--- src/rtl/pipe_stage_reg.sv ---
// Generic inter-stage pipeline register for the RV32I core.
// DEPTH slices with stall/flush, bubble sanitising and event counters.
module pipe_stage_reg #(
    parameter int DATA_W = 32,
    parameter int CTRL_W = 8,
    parameter int DEPTH  = 1,
    parameter int CNT_W  = 16
) (
    input  logic              i_clk,
    input  logic              i_reset,
    input  logic              i_stall,
    input  logic              i_flush,
    input  logic              i_vld,
    input  logic [DATA_W-1:0] i_data,
    input  logic [CTRL_W-1:0] i_ctrl,
    output logic              o_vld,
    output logic [DATA_W-1:0] o_data,
    output logic [CTRL_W-1:0] o_ctrl,
    output logic              o_busy,
    output logic [CNT_W-1:0]  o_stall_cnt,
    output logic [CNT_W-1:0]  o_kill_cnt
);

    localparam int SUM_W = CNT_W + 3;
    localparam logic [CNT_W-1:0] CNT_MAX = {CNT_W{1'b1}};

    logic [DEPTH-1:0]             vld_q, vld_d;
    logic [DEPTH-1:0][DATA_W-1:0] data_q, data_d;
    logic [DEPTH-1:0][CTRL_W-1:0] ctrl_q, ctrl_d;
    logic                         busy_q, busy_d;
    logic [CNT_W-1:0]             stall_cnt_q, stall_cnt_d;
    logic [CNT_W-1:0]             kill_cnt_q, kill_cnt_d;
    logic [2:0]                   kill_pop;
    logic [SUM_W-1:0]             kill_sum;

    // Slice next-state: flush beats stall beats advance.
    always_comb begin
        vld_d  = vld_q;
        data_d = data_q;
        ctrl_d = ctrl_q;
        if (i_flush) begin
            vld_d  = '0;
            data_d = '0;
            ctrl_d = '0;
        end else if (!i_stall) begin
            for (int k = DEPTH - 1; k >= 1; k--) begin
                vld_d[k]  = vld_q[k-1];
                data_d[k] = data_q[k-1];
                ctrl_d[k] = ctrl_q[k-1];
            end
            // Invalid slots still carry payload (pc) but never control.
            vld_d[0]  = i_vld;
            data_d[0] = i_data;
            ctrl_d[0] = i_vld ? i_ctrl : '0;
        end
        busy_d = |vld_d;
    end

    // Saturating stall and kill counters.
    always_comb begin
        kill_pop = '0;
        for (int k = 0; k < DEPTH; k++) begin
            kill_pop = kill_pop + 3'(vld_q[k]);
        end
        kill_sum    = SUM_W'(kill_cnt_q) + SUM_W'(kill_pop);
        stall_cnt_d = stall_cnt_q;
        kill_cnt_d  = kill_cnt_q;
        if (i_flush) begin
            if (kill_sum > SUM_W'(CNT_MAX)) begin
                kill_cnt_d = CNT_MAX;
            end else begin
                kill_cnt_d = kill_sum[CNT_W-1:0];
            end
        end else if (i_stall) begin
            if (stall_cnt_q != CNT_MAX) begin
                stall_cnt_d = stall_cnt_q + 1'b1;
            end
        end
    end

    // State registers with synchronous reset.
    always_ff @(posedge i_clk) begin
        if (i_reset) begin
            vld_q       <= '0;
            data_q      <= '0;
            ctrl_q      <= '0;
            busy_q      <= 1'b0;
            stall_cnt_q <= '0;
            kill_cnt_q  <= '0;
        end else begin
            vld_q       <= vld_d;
            data_q      <= data_d;
            ctrl_q      <= ctrl_d;
            busy_q      <= busy_d;
            stall_cnt_q <= stall_cnt_d;
            kill_cnt_q  <= kill_cnt_d;
        end
    end

    assign o_vld       = vld_q[DEPTH-1];
    assign o_data      = data_q[DEPTH-1];
    assign o_ctrl      = ctrl_q[DEPTH-1];
    assign o_busy      = busy_q;
    assign o_stall_cnt = stall_cnt_q;
    assign o_kill_cnt  = kill_cnt_q;

endmodule

--- config.mk ---
export PLATFORM = sky130hd
export DESIGN_NAME = pipe_stage_reg
export DESIGN_NICKNAME = d
export VERILOG_FILES = /design/src/rtl/pipe_stage_reg.sv
export SDC_FILE = /design/constraint.sdc
export NUM_CORES = 1
export LEC_CHECK = 0
export CAP_MARGIN = 20
export CORE_UTILIZATION = 35
export DETAILED_ROUTE_END_ITERATION = 8
export GPL_ROUTABILITY_DRIVEN = 0
export GPL_TIMING_DRIVEN = 0
export PLACE_DENSITY = 0.66
export SLEW_MARGIN = 20
export SYNTH_ARGS = -nofsm -noshare
export SYNTH_HDL_FRONTEND = slang
export SYNTH_SLANG_ARGS = --single-unit
--- constraint.sdc ---
create_clock -name i_clk -period 1.8 [get_ports i_clk]
set_input_delay 0.27 -clock i_clk [delete_from_list [all_inputs] [get_ports i_clk]]
set_output_delay 0.27 -clock i_clk [all_outputs]
set_load 0.1 [all_outputs]
**Yosys cells after proc, flatten, opt, wreduce, memory -nomap -nowiden**

Cells that the tools add are included.

- Register bits: 73
- Output and inout bits: 74
- Logic and storage cells: 14

- $add $sub $neg: 2
- $lt $le $gt $ge: 1
- Eq/ne operators: 1
- Multiplexer cells: 2
- Bitwise gates (word level): 1
- Reductions and logical operators: 2

Operator list:

| cell | count |
|---|---|
| $add A16 B1 Y17 | 1 |
| $gt A17 B16 Y1 const B | 1 |
| $add A16 B1 Y16 const B | 1 |
| $mux W16 | 1 |
| $ne A16 B16 Y1 const B | 1 |
| $mux W8 | 1 |
| $reduce_and A3 Y1 | 1 |
| $reduce_or A2 Y1 | 1 |
| $not A1 Y1 | 1 |

**Depth between registers and ports, before layout**

- Depth after elaboration: 3
- Gate-level depth with buffers: 6

**Worst setup path after synthesis**

No wires, ideal clock.

- Path kind: register to register
- Start point: reg o_busy (netlist name)
- End point: reg kill_cnt_q[14] (netlist: o_kill_cnt[14])
- Setup time: 0.093 ns
- Data arrival time: 2.189 ns
- Path slack: -0.481 ns
- Cell stages (with the launch flop): 7
- Clock period less this slack: 2.281 ns
- Path through: dfxtp_1 ha_1 nand2_1 nor3_2 and3_1 nor2_1 a311oi_1

RTL lines:

| what | line | text |
|---|---|---|
| end signal: assignment | 96 | `kill_cnt_q <= kill_cnt_d;` |
| end: declaration | 32 | `logic [CNT_W-1:0] kill_cnt_q, kill_cnt_d;` |

**Worst setup path in the final report**

- Start point: reg stall_cnt_q[0] (netlist: o_stall_cnt[0])
- End point: reg stall_cnt_q[5] (netlist: o_stall_cnt[5])

- Longest elaborated chain between the ends: 2
- Elaborated cells on any way between the ends: 3

RTL lines:

| what | line | text |
|---|---|---|
| start: declaration | 31 | `logic [CNT_W-1:0] stall_cnt_q, stall_cnt_d;` |
| start signal: assignment | 95 | `stall_cnt_q <= stall_cnt_d;` |
| parallel branches: the longest is 2 deep, another holds $add A16 B1 Y16 | n/a |  |

Parallel ways; which one is timed is not known.
A chain may end at the register's enable or synchronous reset.

==> results.ini <==
[clock_network]
cts_root_buffer=clkbuf_8
cts-hold-fix-buffers=0
htree_levels=3
cts_num_sinks=73
cts_made_buffers=9
clk_latency_ns=0.35
ctsLongestPathBuffers=2
clk_transition_reported_paths_ns=0.08
clock_tree_from_tritoncts=done

[synth]
synth_nets=366
ys_warn_count=0
synth_top_area_share=0.479
synth_top_area_cell=dfxtp_1
synth.ff_latch_count=73
syn_area_per_cell_um2=9.59
synth_seq_area_share=0.479
synthCells=318
synthesis.area_mm2=0.00305
synthTopCellsByArea=dfxtp_1 48%, mux2i_1 11%, nor2_1 8.1%
post_synth_num_cell_types=38

[worst_setup_path]
timing.critical_path.cells=ha_1 > and4_4 > buf_6 > a21oi_2 > a311oi_1 > a41o_1
timing_worst_setup_path_type=reg -> reg
critical_path_buf_inv_count=1
crit_path_top_delay_cell=dfxtp_4
data_arrival_time_at_the_worst_slack_endpoint_ns=1.95
worst-endpoint-required_ns=2.04
cp_slowest_stage_delay_ns=0.37
cp-start-kind=flop
worstSetupEndpointType=flop
delay_heaviest_family_cp=compound AO/OA/AOI/OAI gates
critPathMaxFanout=10

[layout]
finish.utilization=0.552
nNetsFinal=494
layout.cells.non_filler=556
postLayoutCellArea_mm2=0.00461
area.growth.synth_to_final_pct=51.0
fraction_of_layout_instances_using_a_drive_strength_above_1=0.308
fill_cells=750
n_diodes=0

[placed_design]
detailed_place.area_mm2=0.00439
dpl.hpwl_um=5620
dpl_worst_slack_ns=-0.0488
dp.cells=538
io_buffers=115

[power]
swShare=0.290
p_switching_mw=0.988
irDropWorstVdd_v=0.000433
power.combinational.fraction=0.152
internal_power_mw=2.42
power.share.clock=0.362
power.static_leakage_nw=1.78
power_frac_seq=0.486
p_per_area_mw_per_mm2=740
p_total_mw=3.41

[global_routing]
grt.total_usage=0.176
initial_antenna_violation_count=0
globalRoute.totalOverflow=0
via_count_of_the_first_global_routing_pass=2554
grt_pass1_wl_um=12200
grt_max_degree=13

[floorplanning]
i_o_pin_total=119
number_of_core_rows=33
floorplan.die_area_mm2=0.00909
floorplan.initialDensity=0.366
chipHeight_um=95.4
core_box_area_mm2=0.00834
die_w_um=95.4

[timing]
final.hold.worst_slack_ns=0.313
layout_setup_ws_ns=0.0918
clock-skew-final_ns=0.00575
max_transition_viols_final=0
layout_worst_path_cycle_share=0.949
finalCriticalPeriod_ns=1.71
maximum_operating_frequency_mhz=585
setup-tns-final_ns=0
rsz0062_at_grt=false
final_hold_viol_count=0
worst_max_slew_pin_slew_ns=0.697
max_slew_margin=0.535
setup_failing_eps_final=0

[route]
count_of_vias_placed_by_the_detailed_router=2705
viasPerCell=4.87
drtIter0Drc=74
remaining_drc_errors=0
wl_met1_um=3100
met2_length_um=3610
detail_route.wirelength_um=7620
detail_route.first_pass.iterations=4
routed.top_layer=met4
route.met3.wl_um=777
ant_nets=0
detail_route.wl_per_cell_um=13.7

[outcome]
run_status=completed

[flow_run]
max-cap-violations=0

[hold_path]
worst_min_path_class=in -> reg

## cells in the mapped netlist
library cell / n
o21ai_0: 1
buf_6: 1
xnor2_1: 14
and4_1: 2
dfxtp_1: 73
clkbuf_1: 12
and3_1: 3
a21oi_1: 17
a2111oi_4: 1
inv_1: 4
nand2_1: 17
nor3_1: 5
a211oi_1: 1
a21oi_2: 1
buf_1: 3
and4_4: 2
nor2b_1: 2
nand3_1: 9
nand3_2: 1
ha_1: 3
a41o_1: 2
nor2_1: 66
nand2b_4: 1
nor4b_2: 1
a22oi_1: 8
nand4b_1: 2
buf_2: 2
buf_4: 1
or2_2: 1
xor2_1: 11
nand4_1: 8
nor3_4: 1
a311oi_1: 2
and4bb_1: 2
mux2i_1: 35
nor4_2: 1
nand4_4: 1
nor3_2: 1
## logic make-up after synthesis
family | count (synthesis) | synth area share
muxes | 35 | 0.115
xor gates and xnor gates | 25 | 0.0718
and+or+nand+nor | 126 | 0.213
adders and majority gates | 3 | 0.0123
DFF | 73 | 0.479
buffers and inverters | 23 | 0.0328
AOI/OAI and AO/OA | 33 | 0.0759
## state kept, by name, indices dropped and copies added, names as in the netlist
register	count
o_data	32
o_busy	1
o_ctrl	8
o_stall_cnt	16
o_kill_cnt	16
## routing by layer
layer	track usage	vias to the layer above
met5	0	-
met4	0.0871	0
li1	-	1355
met3	0.0845	8
met1	0.201	1260
met2	0.275	82
## final timing paths
check | cells past startpoint | slack [ns] | start | to
min | 3 | 0.31 | i_stall | o_data[31]
min reg2reg | 2 | 0.50 | o_data[6] | o_data[6]
max reg2reg | 6 | 0.09 | o_stall_cnt[0] | o_stall_cnt[5]
max | 6 | 0.09 | o_stall_cnt[0] | o_stall_cnt[5]
## cells in the final DEF (no fill, tap or decap), types with 4 or more instances in the layout
cell type and instances:
nor2_1 66, clkdlybuf4s15_2 60, dfxtp_1 42, clkdlybuf4s50_1 41, mux2i_1 35, dfxtp_2 23
nand2_1 17, a21oi_1 17, xnor2_1 14, clkbuf_2 14, clkbuf_1 12, xor2_1 11
clkbuf_8 10, nand3_1 9, nand4_1 8, a22oi_1 8, dfxtp_4 8, nor3_1 5
inv_1 4, clkinv_2 4
## layout make-up
class	instances	area, um^2	share of cell area
clock buffer	11	163	0.0353
tap	105	131	0.0285
multi-input combinational	222	1500	0.325
timing repair buffer	117	1170	0.254
inverter	4	15.0	0.00326
sequential	73	1520	0.330
clock inverter	5	26.3	0.00570
buffer	19	85.1	0.0185
## tightest hold or removal path, stage by stage
cell and delay [ns]:
buf_2 0.19, mux2i_1 0.10, nor2_1 0.07
## power by group through the flow
stage	logic [mW]	registers (mW)	clock network (mW)
final	0.518	1.66	1.23
after global routing	0.545	1.66	1.35
after CTS	0.528	1.66	1.26
after detailed placement	0.538	1.69	0
after global placement	0.534	1.69	0
after floorplan	0.129	1.92	0
## repair_timing
action / CTS / global route
setup endpoints to repair: 74 / 24
pin swaps: 0 / 2
gates resized for setup: 208 / 15
gates cloned: 0 / 0
buffers inserted: 0 / 2
(Power assumes the default switching activity.)
